==> src/rtl/multicycle_control_fsm_if.sv <==
// Control interface between the multi-cycle control FSM and the datapath.
// The master side is the FSM: it reads the instruction/ALU status and
// drives every datapath enable and mux select.
interface multicycle_control_fsm_if #(
   parameter int XLEN = 32
);
   logic [6:0]      opcode;
   logic            alu_bcond;
   logic [XLEN-1:0] ecall_reg;
   logic            pc_write;
   logic            ir_write;
   logic            i_or_d;
   logic            mem_read;
   logic            mem_write;
   logic            mem_to_reg;
   logic            pc_to_reg;
   logic            reg_write;
   logic            alu_src_a;
   logic [1:0]      alu_src_b;
   logic [1:0]      alu_op;
   logic            pc_source;
   logic            is_halted;
   logic [3:0]      state;

   modport master (
      input  opcode, alu_bcond, ecall_reg,
      output pc_write, ir_write, i_or_d, mem_read, mem_write, mem_to_reg,
             pc_to_reg, reg_write, alu_src_a, alu_src_b, alu_op, pc_source,
             is_halted, state
   );

   modport slave (
      output opcode, alu_bcond, ecall_reg,
      input  pc_write, ir_write, i_or_d, mem_read, mem_write, mem_to_reg,
             pc_to_reg, reg_write, alu_src_a, alu_src_b, alu_op, pc_source,
             is_halted, state
   );
endinterface

==> src/rtl/multicycle_control_fsm.sv <==
// Multi-cycle RV32I control FSM. Steps each instruction through
// IF/ID/EX/MEM/WB, sharing one ALU and one unified memory port, with
// configurable memory wait states and a registered ecall halt flag.
module multicycle_control_fsm #(
   parameter int XLEN     = 32,
   parameter int MEM_WAIT = 0,
   parameter int HALT_VAL = 10
) (
   input logic                      clk,
   input logic                      reset,
   multicycle_control_fsm_if.master bus
);

   typedef enum logic [3:0] {
      S_IF      = 4'd0,
      S_ID      = 4'd1,
      S_EX_R    = 4'd2,
      S_EX_I    = 4'd3,
      S_EX_LS   = 4'd4,
      S_EX_BR   = 4'd5,
      S_EX_JAL  = 4'd6,
      S_EX_JALR = 4'd7,
      S_MEM_LD  = 4'd8,
      S_MEM_ST  = 4'd9,
      S_WB_ALU  = 4'd10,
      S_WB_LD   = 4'd11,
      S_PC4     = 4'd12,
      S_HALT    = 4'd13
   } state_t;

   localparam logic [6:0] OP_R      = 7'b0110011;
   localparam logic [6:0] OP_I      = 7'b0010011;
   localparam logic [6:0] OP_LOAD   = 7'b0000011;
   localparam logic [6:0] OP_STORE  = 7'b0100011;
   localparam logic [6:0] OP_BRANCH = 7'b1100011;
   localparam logic [6:0] OP_JAL    = 7'b1101111;
   localparam logic [6:0] OP_JALR   = 7'b1100111;
   localparam logic [6:0] OP_SYSTEM = 7'b1110011;

   state_t     r_state;
   logic [3:0] r_waitCnt;
   logic       r_halted;

   state_t     w_nextState;
   logic [3:0] w_nextWaitCnt;
   logic       w_lastWait;
   logic       w_pcWrite;
   logic       w_irWrite;
   logic       w_iOrD;
   logic       w_memRead;
   logic       w_memWrite;
   logic       w_memToReg;
   logic       w_pcToReg;
   logic       w_regWrite;
   logic       w_aluSrcA;
   logic [1:0] w_aluSrcB;
   logic [1:0] w_aluOp;
   logic       w_pcSource;

   // A memory state finishes once the wait counter has reached MEM_WAIT.
   assign w_lastWait = (r_waitCnt == 4'(MEM_WAIT));

   // State, wait counter and halt flag registers; reset abandons any
   // in-flight instruction and restarts at fetch.
   always_ff @(posedge clk) begin
      if (reset) begin
         r_state   <= S_IF;
         r_waitCnt <= 4'd0;
         r_halted  <= 1'b0;
      end else begin
         r_state   <= w_nextState;
         r_waitCnt <= w_nextWaitCnt;
         r_halted  <= (w_nextState == S_HALT);
      end
   end

   // Next-state decode and Moore outputs; the counter only advances while
   // a memory state is still waiting and is zero everywhere else.
   always_comb begin
      w_nextState   = r_state;
      w_nextWaitCnt = 4'd0;
      w_pcWrite     = 1'b0;
      w_irWrite     = 1'b0;
      w_iOrD        = 1'b0;
      w_memRead     = 1'b0;
      w_memWrite    = 1'b0;
      w_memToReg    = 1'b0;
      w_pcToReg     = 1'b0;
      w_regWrite    = 1'b0;
      w_aluSrcA     = 1'b0;
      w_aluSrcB     = 2'd0;
      w_aluOp       = 2'd0;
      w_pcSource    = 1'b0;
      case (r_state)
         S_IF: begin
            w_memRead = 1'b1;
            w_irWrite = w_lastWait;
            if (w_lastWait) w_nextState = S_ID;
            else            w_nextWaitCnt = r_waitCnt + 4'd1;
         end
         S_ID: begin
            w_aluSrcB = 2'd2;
            case (bus.opcode)
               OP_R:               w_nextState = S_EX_R;
               OP_I:               w_nextState = S_EX_I;
               OP_LOAD, OP_STORE:  w_nextState = S_EX_LS;
               OP_BRANCH:          w_nextState = S_EX_BR;
               OP_JAL:             w_nextState = S_EX_JAL;
               OP_JALR:            w_nextState = S_EX_JALR;
               OP_SYSTEM:          w_nextState = (bus.ecall_reg == XLEN'(HALT_VAL)) ? S_HALT : S_PC4;
               default:            w_nextState = S_PC4;
            endcase
         end
         S_EX_R: begin
            w_aluSrcA   = 1'b1;
            w_aluOp     = 2'd2;
            w_nextState = S_WB_ALU;
         end
         S_EX_I: begin
            w_aluSrcA   = 1'b1;
            w_aluSrcB   = 2'd2;
            w_aluOp     = 2'd2;
            w_nextState = S_WB_ALU;
         end
         S_EX_LS: begin
            w_aluSrcA   = 1'b1;
            w_aluSrcB   = 2'd2;
            w_nextState = (bus.opcode == OP_STORE) ? S_MEM_ST : S_MEM_LD;
         end
         S_EX_BR: begin
            w_aluSrcA = 1'b1;
            w_aluOp   = 2'd1;
            if (bus.alu_bcond) begin
               w_pcWrite   = 1'b1;
               w_pcSource  = 1'b1;
               w_nextState = S_IF;
            end else begin
               w_nextState = S_PC4;
            end
         end
         S_EX_JAL: begin
            w_regWrite  = 1'b1;
            w_pcToReg   = 1'b1;
            w_pcWrite   = 1'b1;
            w_pcSource  = 1'b1;
            w_nextState = S_IF;
         end
         S_EX_JALR: begin
            w_aluSrcA   = 1'b1;
            w_aluSrcB   = 2'd2;
            w_pcWrite   = 1'b1;
            w_regWrite  = 1'b1;
            w_pcToReg   = 1'b1;
            w_nextState = S_IF;
         end
         S_MEM_LD: begin
            w_iOrD    = 1'b1;
            w_memRead = 1'b1;
            if (w_lastWait) w_nextState = S_WB_LD;
            else            w_nextWaitCnt = r_waitCnt + 4'd1;
         end
         S_MEM_ST: begin
            w_iOrD = 1'b1;
            if (w_lastWait) begin
               w_memWrite  = 1'b1;
               w_aluSrcB   = 2'd1;
               w_pcWrite   = 1'b1;
               w_nextState = S_IF;
            end else begin
               w_nextWaitCnt = r_waitCnt + 4'd1;
            end
         end
         S_WB_ALU: begin
            w_regWrite  = 1'b1;
            w_aluSrcB   = 2'd1;
            w_pcWrite   = 1'b1;
            w_nextState = S_IF;
         end
         S_WB_LD: begin
            w_regWrite  = 1'b1;
            w_memToReg  = 1'b1;
            w_aluSrcB   = 2'd1;
            w_pcWrite   = 1'b1;
            w_nextState = S_IF;
         end
         S_PC4: begin
            w_aluSrcB   = 2'd1;
            w_pcWrite   = 1'b1;
            w_nextState = S_IF;
         end
         S_HALT: begin
            w_nextState = S_HALT;
         end
         default: begin
            w_nextState = S_IF;
         end
      endcase
   end

   // Write enables are suppressed while reset is held so an abandoned
   // instruction can never commit anything.
   assign bus.pc_write   = w_pcWrite  & ~reset;
   assign bus.ir_write   = w_irWrite  & ~reset;
   assign bus.mem_write  = w_memWrite & ~reset;
   assign bus.reg_write  = w_regWrite & ~reset;
   assign bus.i_or_d     = w_iOrD;
   assign bus.mem_read   = w_memRead;
   assign bus.mem_to_reg = w_memToReg;
   assign bus.pc_to_reg  = w_pcToReg;
   assign bus.alu_src_a  = w_aluSrcA;
   assign bus.alu_src_b  = w_aluSrcB;
   assign bus.alu_op     = w_aluOp;
   assign bus.pc_source  = w_pcSource;
   assign bus.is_halted  = r_halted;
   assign bus.state      = r_state;

endmodule

==> src/flat_wrapper.sv <==
// flat-port wrapper written by rule: the top's interface ports become plain ports
module multicycle_control_fsm_flat 
#(
   parameter int XLEN     = 32,
   parameter int MEM_WAIT = 0,
   parameter int HALT_VAL = 10
)
  (clk, reset, bus_opcode, bus_alu_bcond, bus_ecall_reg, bus_pc_write, bus_ir_write, bus_i_or_d, bus_mem_read, bus_mem_write, bus_mem_to_reg, bus_pc_to_reg, bus_reg_write, bus_alu_src_a, bus_alu_src_b, bus_alu_op, bus_pc_source, bus_is_halted, bus_state);
  multicycle_control_fsm_if #(.XLEN(XLEN)) bus_i ();
  input logic clk;
  input logic reset;
  input wire logic [$bits(bus_i.opcode)-1:0] bus_opcode;
  input wire logic [$bits(bus_i.alu_bcond)-1:0] bus_alu_bcond;
  input wire logic [$bits(bus_i.ecall_reg)-1:0] bus_ecall_reg;
  output wire logic [$bits(bus_i.pc_write)-1:0] bus_pc_write;
  output wire logic [$bits(bus_i.ir_write)-1:0] bus_ir_write;
  output wire logic [$bits(bus_i.i_or_d)-1:0] bus_i_or_d;
  output wire logic [$bits(bus_i.mem_read)-1:0] bus_mem_read;
  output wire logic [$bits(bus_i.mem_write)-1:0] bus_mem_write;
  output wire logic [$bits(bus_i.mem_to_reg)-1:0] bus_mem_to_reg;
  output wire logic [$bits(bus_i.pc_to_reg)-1:0] bus_pc_to_reg;
  output wire logic [$bits(bus_i.reg_write)-1:0] bus_reg_write;
  output wire logic [$bits(bus_i.alu_src_a)-1:0] bus_alu_src_a;
  output wire logic [$bits(bus_i.alu_src_b)-1:0] bus_alu_src_b;
  output wire logic [$bits(bus_i.alu_op)-1:0] bus_alu_op;
  output wire logic [$bits(bus_i.pc_source)-1:0] bus_pc_source;
  output wire logic [$bits(bus_i.is_halted)-1:0] bus_is_halted;
  output wire logic [$bits(bus_i.state)-1:0] bus_state;
  assign bus_i.opcode = bus_opcode;
  assign bus_i.alu_bcond = bus_alu_bcond;
  assign bus_i.ecall_reg = bus_ecall_reg;
  assign bus_pc_write = bus_i.pc_write;
  assign bus_ir_write = bus_i.ir_write;
  assign bus_i_or_d = bus_i.i_or_d;
  assign bus_mem_read = bus_i.mem_read;
  assign bus_mem_write = bus_i.mem_write;
  assign bus_mem_to_reg = bus_i.mem_to_reg;
  assign bus_pc_to_reg = bus_i.pc_to_reg;
  assign bus_reg_write = bus_i.reg_write;
  assign bus_alu_src_a = bus_i.alu_src_a;
  assign bus_alu_src_b = bus_i.alu_src_b;
  assign bus_alu_op = bus_i.alu_op;
  assign bus_pc_source = bus_i.pc_source;
  assign bus_is_halted = bus_i.is_halted;
  assign bus_state = bus_i.state;
  multicycle_control_fsm #(.XLEN(XLEN), .MEM_WAIT(MEM_WAIT), .HALT_VAL(HALT_VAL)) u_core (.clk(clk), .reset(reset), .bus(bus_i));
endmodule
==> config.mk <==
export PLATFORM = sky130hd
export DESIGN_NAME = multicycle_control_fsm_flat
export DESIGN_NICKNAME = d
export VERILOG_FILES = /design/src/rtl/multicycle_control_fsm_if.sv /design/src/rtl/multicycle_control_fsm.sv /design/src/flat_wrapper.sv
export SDC_FILE = /design/constraint.sdc
export NUM_CORES = 1
export LEC_CHECK = 0
export ABC_AREA = 1
export ABC_CLOCK_PERIOD_IN_PS = 1900
export CORE_AREA = 10 10 62 64
export CTS_BUF_LIST = sky130_fd_sc_hd__clkbuf_16
export DETAILED_ROUTE_END_ITERATION = 8
export DIE_AREA = 0 0 72 74
export PLACE_DENSITY = 0.76
export SLEW_MARGIN = 20
export SYNTH_ARGS = -nofsm -noshare
export SYNTH_HDL_FRONTEND = slang
export SYNTH_SLANG_ARGS = --single-unit
==> constraint.sdc <==
create_clock -name clk -period 1.9 [get_ports clk]
set_input_delay 0.57 -clock clk [delete_from_list [all_inputs] [get_ports clk]]
set_output_delay 0.57 -clock clk [all_outputs]
set_load 0.01 [all_outputs]
==> flow_metrics.env <==
export IMPL_synth_largest_area_cell="dfxtp_1"
export IMPL_first_global_vias=1257
export IMPL_peakVddDrop_mv=1.05
export IMPL_hold_buffers=0
export IMPL_skew_ps=2.79
export IMPL_grt_util_all_layers=0.130
export IMPL_firstDrtPassIters=4
export IMPL_drive_above_1_share=0.298
export IMPL_worst_slew_pin_slew_ps=255
export IMPL_htree_num_levels=1
export IMPL_crit_type="reg -> out"
export IMPL_max_cap_violations=0
export IMPL_n_antenna_cell=0
export IMPL_place_congestion=0.864
export IMPL_pwr_share_clk=0.201
export IMPL_dieWidth_um=72
export IMPL_seq_power_share=0.169
export IMPL_cts_tree="done"
export IMPL_fmax_ghz=0.536
export IMPL_status="finished, final reports clean"
export IMPL_p_sw_uw=728
export IMPL_worstSetupStartpointType="flop"
export IMPL_overflow=0
export IMPL_initial_utilization=0.335
export IMPL_grt_pass1_wl_mm=5.69
export IMPL_drc_errors=0
export IMPL_antenna_found_initial=0
export IMPL_final_util=0.714
export IMPL_clockBufferDepth=2
export IMPL_period_needed_ps=1860
export IMPL_die_y_um=74
export IMPL_dp_hpwl_mm=2.91
export IMPL_synth_top_area_frac=0.202
export IMPL_cts_setup_buffers=0
export IMPL_ios=61
export IMPL_avgSynthCellArea_sq_um=5.37
export IMPL_ys_warnings_count=0
export IMPL_finalCritPeriodShare=0.981
export IMPL_clk_pin_slew_ps=40
export IMPL_synth_area_leaders="dfxtp_1 (20%), nor2_1 (18%), nand2_1 (15%)"
export IMPL_cts_inserted_buffers=3
export IMPL_synth_nets=210
export IMPL_core_area_sq_um=2660
export IMPL_num_nets_final=307
export IMPL_ys_seq_elements=9
export IMPL_port_buffers=60
export IMPL_rows=19
export IMPL_endpoint="bus_state[2]"
export IMPL_drtIter0Drc=51
export IMPL_crit_required_ps=1330
export IMPL_finalMaxSlewViolations=0
export IMPL_leakage_uw=0.000930
export IMPL_critPathLaunch="u_core.bus.state[2]$_SDFF_PP0_"
export IMPL_hp_class="reg -> reg"
export IMPL_power_switching_share=0.402
export IMPL_finalSetupTns_ps=0
export IMPL_dieArea_sq_um=5330
export IMPL_wl_per_cell_um=12.3
export IMPL_finalSetupViolations=0
export IMPL_grt_start_max_net_pins=8
export IMPL_r2r_cells=9
export IMPL_wl_mm=3.60
export IMPL_r2r_setup_slack_ps=450
export IMPL_rsz0062_at_grt="yes"
export IMPL_hold_violations=0
export IMPL_syn_area_sq_um=891
export IMPL_ys_types=26
export IMPL_internal_power_uw=1080
export IMPL_syn_to_final_growth_pct=113
export IMPL_pwr_share_comb=0.630
export IMPL_slew_headroom=0.829
export IMPL_path_max_fanout=5
export IMPL_cts_sinks=9
export IMPL_clkLatencyLatePin_ps=230
export IMPL_synth_yosys_seq_area_share=0.202
export IMPL_powerDensity_nw_per_um2=953
export IMPL_via_per_inst=4.51
export IMPL_synth_cells=166
export IMPL_arrival_ps=1290
export IMPL_hold_path_startpoint="u_core.r_waitCnt[0]$_SDFF_PP0_"
export IMPL_vias=1320
export IMPL_reg2reg_from="u_core.r_waitCnt[0]$_SDFF_PP0_"
export IMPL_end_kind="primary output"
export IMPL_antenna_left=0
export IMPL_timing_rr_end="u_core.bus.is_halted$_SDFF_PP0_"
export IMPL_root_buffer="clkbuf_16"
[Yosys cell counts]
cell type,n
dfxtp_1,9
a21oi_1,5
nand3b_1,2
inv_1,32
xnor2_1,1
o21ai_0,4
nor3_1,6
nand2_2,1
nand2_1,35
nand2_4,1
nor2_1,42
a31oi_1,1
and2_1,1
a21oi_2,1
o22ai_1,2
nand4_1,2
nor2_2,2
clkbuf_2,1
nand3_1,7
a211oi_2,1
xor2_1,1
nor4_1,1
ha_1,2
a211oi_1,1
nor2_4,1
inv_2,4
[cells by family after synthesis]
group                    Yosys count  synth area share
AO/OA/AOI/OAI                     15             0.104
buffers and inverters             37             0.157
XOR/XNOR                           2            0.0197
adder cells (fa/ha/maj)            2            0.0281
AND/OR/NAND/NOR                  101             0.489
flip-flops                         9             0.202
[flip-flops by register name, indices dropped and copies added, names as in the netlist]
signal                count
u_core.bus.is_halted      1
u_core.bus.state          4
u_core.r_waitCnt          4
[worst max-delay path, stage by stage, from the launching register on]
cell and delay, ps:
dfxtp_4 390, buf_4 140, clkdlybuf4s50_1 530
[area by class of cell]
type                    instances  area, sq um
inverters                      36          143
clock inverters                 1         3.75
flip-flops and latches          9          195
clock buffers                   3         75.1
repair buffers                 93          796
fillers                       229          761
multi-input cells             120          651
well taps                      31         38.8
[how the worst min path moves through the flow]
stage / cells after the start / to / slack, ps
after floorplan: 1 / u_core.r_waitCnt[0]$_SDFF_PP0_ / 430
after global placement: 2 / u_core.r_waitCnt[0]$_SDFF_PP0_ / 510
after detailed placement: 2 / u_core.r_waitCnt[0]$_SDFF_PP0_ / 520
after CTS: 2 / u_core.r_waitCnt[0]$_SDFF_PP0_ / 500
after global routing: 2 / u_core.r_waitCnt[0]$_SDFF_PP0_ / 530
final: 2 / u_core.r_waitCnt[0]$_SDFF_PP0_ / 520
[metrics by stage]
step           hold slack (ps)  instance area (sq um)  setup WS [ps]  power [uW]  cells
6_report                   525                   1900           35.3        1810    293
5_1_grt                    528                   1900          -30.7        1950    293
4_1_cts                    503                   1870           2.80        1760    293
3_5_place_dp               520                   1770           -593        1410    289
3_3_place_gp               506                   1770           -581        1400    289
2_1_floorplan              430                    891            146         752    166
[per-layer routing]
metal	global-route usage	wire (um)	share of wire
met4	0.0258	25	0.0069
met3	0.0386	239	0.066
met1	0.126	1350	0.37
met5	0	0	0
met2	0.263	1990	0.55
[power groups by stage]
stage          Combinational (uW)  Sequential (uW)  Clock, uW
2_1_floorplan                 461              291          0
3_3_place_gp                 1130              272          0
3_5_place_dp                 1130              273          0
4_1_cts                      1100              290        369
5_1_grt                      1260              310        379
6_report                     1140              307        364
[what timing repair did]
action                                  CTS  global route
pin swaps                                 6             4
endpoints found under the hold margin     0             0
endpoints found under the setup margin   15            14
gates resized for setup                  53            29
[cells in the final DEF (no fill, tap or decap), drive strengths merged]
master / netlist / layout
nor2: 45 / 45
clkdlybuf4s50: 0 / 44
buf: 0 / 38
nand2: 37 / 37
inv: 36 / 37
dfxtp: 9 / 9
clkbuf: 1 / 8
nand3: 7 / 7
a21oi: 6 / 6
nor3: 6 / 6
dlygate4sd2: 0 / 5
o21ai: 4 / 4
o22ai: 2 / 2
nand3b: 2 / 2
nand4: 2 / 2
a211oi: 2 / 2
ha: 2 / 2
a31oi: 1 / 1
nor4: 1 / 1
xor2: 1 / 1
and2: 1 / 1
xnor2: 1 / 1
clkdlybuf4s15: 0 / 1
(Power assumes the default switching activity.)
==> patch 1 (same settings) <==
`XLEN` is set to 32 in 3 places; all go to 36.
--- a/src/rtl/multicycle_control_fsm_if.sv
+++ b/src/rtl/multicycle_control_fsm_if.sv
@@ -3,5 +3,5 @@
 // drives every datapath enable and mux select.
 interface multicycle_control_fsm_if #(
-   parameter int XLEN = 32
+   parameter int XLEN = 36
 );
    logic [6:0]      opcode;
--- a/src/rtl/multicycle_control_fsm.sv
+++ b/src/rtl/multicycle_control_fsm.sv
@@ -3,5 +3,5 @@
 // configurable memory wait states and a registered ecall halt flag.
 module multicycle_control_fsm #(
-   parameter int XLEN     = 32,
+   parameter int XLEN     = 36,
    parameter int MEM_WAIT = 0,
    parameter int HALT_VAL = 10
--- a/src/flat_wrapper.sv
+++ b/src/flat_wrapper.sv
@@ -2,5 +2,5 @@
 module multicycle_control_fsm_flat 
 #(
-   parameter int XLEN     = 32,
+   parameter int XLEN     = 36,
    parameter int MEM_WAIT = 0,
    parameter int HALT_VAL = 10
Ports: changed (resized bus_ecall_reg); port bits go from 61 to 65. The function was not compared with the original's and may differ.
==> patch 1 against the original RTL <==
Largest power group unchanged. Synthesized cell count rose by 11%. Wire length rose by 11%. Clock power barely moved. Combinational power rose by 13%. Sequential cell count did not move. The flow now finishes with violations (negative setup slack). Worst setup slack got worse by 0.19 ns. Critical endpoint is now bus_mem_write. Synthesized area rose by 7.9%. Clock skew barely moved. Global-route usage rose by 0.80 points. Power rose by 7.8%. Via count rose by 8.9%. Cell area rose by 8.0%.
==> patch 1: results (changes against the original RTL) <==
* Iter 0 DRT Violations at 99 (+94%)
* Vias in the first global route at 1387 (+10%)
* Async S/R FF share, synth at 0 (unchanged)
* Placed Area at 1862 um2 (+5.0%)
* Total Power at 1.953 mW (+7.8%)
* Ant. Diodes at 0 (unchanged)
* Sequential area share after synthesis at 0.1875 (-0.01475)
* CTS Root Cell: clkbuf_16
* Fillers at 216 (-5.7%)
* Crit path DAT at 1.48 ns (+0.19 ns)
* Mapped Cells at 184 (+11%)
* Worst-path clk slew at 0.04 ns (about the same)
* Clock Tree Buf Depth at 2 (unchanged)
* Final wirelength at 4.000 mm (+11%)
* Synth cell count leaders: 43 x inv_1, 42 x nand2_1, 41 x nor2_1, 11 x nand3_1, 9 x dfxtp_1
* Slew HR at 0.8119 (-0.01682)
* Antenna violations before repair at 0 (unchanged)
* Failing checks: negative setup slack
* Delay-heaviest family, CP: buffers and inverters
* Hold crit path type: reg2reg
* Total GRT Usage at 0.1376 (+0.008015)
* Layout cell share with drive strength beyond 1 at 0.3069 (+0.009187)
* Dpl cells at 308 (+6.6%)
* Crit-path max FO at 4 (-1)
* Yosys cell types at 22 (-15%)
* First-pass GRT wire length at 6.092 mm (+7.2%)
* Fin nets at 339 (+10%)
* Layout Cells excl Fill at 321 (+9.6%)
* Crit-path max cell delay at 0.31 ns (-0.22 ns)
* I/O Buffers at 64 (+6.7%)
* 1st-pass router iterations at 4 (unchanged)
* Ys Warns at 0 (unchanged)
* Final worst slack at -0.1506 ns (-0.1859 ns)
* Routability congestion estimate at 0.8090 (-6.4%)
* Post-Syn Nets at 232 (+10%)
* Number of buffers created by CTS at 3 (unchanged)
* Largest net degree at the start of global routing at 7 (-1)
* Slowest CP cell: dfxtp_2
* Clock skew at 0.002570 ns (-0.0002161 ns)
* Ranking of synthesized cells by area: dfxtp_1 19%, inv_1 17%, nand2_1 16%
* Number of H-tree levels at 1 (unchanged)
* Worst vdd ir at 0.9568 mV (-8.6%)
* Clk_lat worst skew at 0.23 ns (about the same)
* Status: finished, violations left
* Setup slack at placement at -0.6155 ns (-0.02280 ns)
* Final setup viols at 4 (+4)
* Setup TNS after final layout at -0.3088 ns (-0.3088 ns)
* Hpwl dp at 3.122 mm (+7.2%)
* Post-DR vias/cell at 4.480 (-0.56%)
* Leakage at 1.073 nW (+15%)
## patch 1: cell type report
cell class	instances	area [um2]	area share
clock inverters	1	5.005	0.002438
flip-flops and latches	9	195.2	0.09506
clock buffers	3	75.07	0.03656
well taps	31	38.79	0.01889
inverters	49	188.9	0.09202
multi-input cells	125	656.9	0.3199
repair buffers	103	893.4	0.4351
## patch 1: cell families (layout without fill, tap and decap cells)
family,count (synthesis),count (layout),synth area share
DFF,9,9,0.1875
xor gates and xnor gates,2,2,0.01823
buffers and inverters,50,156,0.1979
and+or+nand+nor,111,111,0.5078
AOI/OAI and AO/OA,10,10,0.06250
adders and majority gates,2,2,0.02604
## patch 1: power breakdown
group,total (mW),internal (mW),switching [mW]
Clock,0.365,0.277,0.0884
Sequential,0.297,0.238,0.0589
Combinational,1.29,0.652,0.638
Total,1.95,1.17,0.786
## patch 1: path summary, 6_finish.rpt
path | slack (ns) | from | endpoint | depth (start not counted)
max | -0.15 | u_core.r_waitCnt[1] | bus_mem_write | 8
min | 0.52 | u_core.r_waitCnt[0] | u_core.r_waitCnt[0] | 2
max reg2reg | 0.27 | u_core.r_waitCnt[1] | u_core.bus.is_halted | 12
min reg2reg | 0.52 | u_core.r_waitCnt[0] | u_core.r_waitCnt[0] | 2
## patch 1: per-layer routing
layer  global-route usage  up-vias  share of wire
li1                     -      762              -
met4              0.04086        0          0.021
met2               0.2667       56           0.54
met3              0.03324       10          0.068
met5                    0        -              0
met1               0.1427      610           0.37
## patch 1: worst register-to-register path, cell delays in order (launching register included)
cell,delay [ns]
dfxtp_2,0.31
inv_2,0.06
ha_4,0.15
nand2_4,0.06
buf_4,0.14
buf_6,0.11
buf_6,0.11
nand3_1,0.08
nand3_1,0.09
nor2_1,0.18
nand2_1,0.09
nand2_1,0.08
a21oi_2,0.04
## patch 1: repair_timing
item,in CTS,in global routing
buffers inserted,5,4
gates resized for setup,65,22
setup endpoints to repair,17,14
pin swaps,3,6
==> patch 2 (same settings) <==
Made on the original files. Make the reset (`reset`) asynchronous in one clocked block.
--- a/src/rtl/multicycle_control_fsm.sv
+++ b/src/rtl/multicycle_control_fsm.sv
@@ -63,5 +63,5 @@
    // State, wait counter and halt flag registers; reset abandons any
    // in-flight instruction and restarts at fetch.
-   always_ff @(posedge clk) begin
+   always_ff @(posedge clk or posedge reset) begin
       if (reset) begin
          r_state   <= S_IF;
Function: differs if reset is asserted again (counterexample within 4 cycles, from zero or initial values and one cycle with reset high); with reset held inactive, the same outputs for 10 cycles.
==> patch 2 against the original RTL <==
Clock skew fell by 0.0016 ns. The run now ends with negative setup slack left. Sequential share of layout area rose by 2.0 points. Power rose by 8.8%. Cell area fell by 1.6%. Sequential cell count did not move. Worst setup slack got worse by 0.16 ns. Critical path depth rose by 7. Wire length fell by 3.2%. Synthesized area fell by 0.42%.
==> patch 2: results (changes against the original RTL) <==
* Layout cell share with drive strength beyond 1 at 0.3346 (+0.03694)
* Largest net degree at the start of global routing at 10 (+2)
* Placed Area at 1752 um2 (-1.2%)
* First-pass GRT wire length at 5.713 mm (+0.49%)
* Vias in the first global route at 1298 (+3.3%)
* CP startpoint: u_core.r_waitCnt[1]
* Ys flop type: dfrtp_1
* Ranking of synthesized cells by area: dfrtp_1 25%, nor2_1 17%, nand2_1 17%
* Routability congestion estimate at 0.8160 (-5.6%)
* Met2 WL at 1.953 mm (-1.9%)
* Hpwl dp at 2.835 mm (-2.6%)
* Fin nets at 299 (-2.6%)
* Avg WL per Cell at 12.23 um (-0.48%)
* Post-Syn Nets at 199 (-5.2%)
* Worst vdd ir at 0.9704 mV (-7.3%)
* Worst r2r src: u_core.bus.state[3]
* Worst setup path end: bus_pc_write
* Net switching power at 800.5 uW (+10%)
* Final setup viols at 5 (+5)
* Post-DR vias/cell at 4.544 (+0.86%)
* Met1 usage at 0.1257 (about the same)
* Crit-path max cell delay at 0.39 ns (-0.14 ns)
* Pwr dens at 1053 nW/um2 (+11%)
* P_comb at 1.29 mW (+13%)
* Iter 0 DRT Violations at 36 (-29%)
* Crit Reg-Reg Endpoint: u_core.bus.is_halted
* Clock Tree Buf Depth at 2 (unchanged)
* Final worst slack at -0.1263 ns (-0.1616 ns)
* Async S/R FF share, synth at 1.000 (+1.000)
* Failing checks: negative setup slack
* Sequential area share after synthesis at 0.2539 (+0.05163)
* Met3 WL post-DR at 276 um (+15%)
* Setup TNS after final layout at -0.2741 ns (-0.2741 ns)
* Mapped Cells at 155 (-6.6%)
* Status: finished, violations left
* Crit path DAT at 1.46 ns (+0.17 ns)
* Sequential Power at 315 uW (+3%)
* Yosys cell types at 21 (-19%)
* Hold crit path type: in2async
* Layout Cells excl Fill at 285 (-2.7%)
* Slew HR at 0.7620 (-0.06674)
* Setup repair bufs after CTS at 4 (+4)
* Crit-path max FO at 2 (-3)
* Total GRT Usage at 0.1293 (-0.0002994)
* Post-synth EDFFs at 0 (unchanged)
* WL met1 at 1.231 mm (-8.5%)
* Post-Synth Adder-Cell Area at 0.02821 (+0.0001189)
* GR Util met2 at 0.2539 (-0.008824)
* Leakage at 0.9754 nW (+4.8%)
* Post-CTS sizing at 65 (+23%)
* Clock skew at 0.001191 ns (-0.001595 ns)
* Setup slack at placement at -0.5332 ns (+0.05951 ns)
* Slowest CP cell: dfrtp_1
* Min Tclk post-route at 2.026 ns (+0.1616 ns)
* Synth cell count leaders: 41 x nor2_1, 40 x nand2_1, 22 x inv_1, 13 x nand3_1, 9 x dfrtp_1
* Final hold slack at 0.5222 ns (-0.002759 ns)
* Grt met3 use at 0.04521 (+0.006649)
[patch 2: changes by cell type after synthesis, sizes merged, moves of 2 or more]
cell and delta:
a211oi -2, inv -10, nand4 -2, a21oi -4, nand3b -2, dfrtp +9
dfxtp -9, nand2 +8, o22ai -2, nand3 +6
[patch 2: kinds of logic (layout without fill, tap and decap cells)]
logic type / Yosys count / after routing
simple gates: 109 / 109
fa+ha+maj: 2 / 2
compound gates: 8 / 8
xor+xnor: 1 / 1
buf+inv: 26 / 125
flops: 9 / 9
[patch 2: cell type report]
cell class	instances	area, um2
flip-flops and latches	9	229.0
repair buffers	95	805.8
well taps	31	38.79
clock buffers	3	75.07
fillers	223	790.8
inverters	26	100.1
multi-input cells	120	618.1
clock inverters	1	5.005
[patch 2: worst max-delay path: cells and delay by family, from the launching register on]
family / cells / cell delay (ns)
compound gates: 1 / 0.12
fa+ha+maj: 1 / 0.12
buf+inv: 3 / 0.28
flops: 1 / 0.39
simple gates: 4 / 0.30
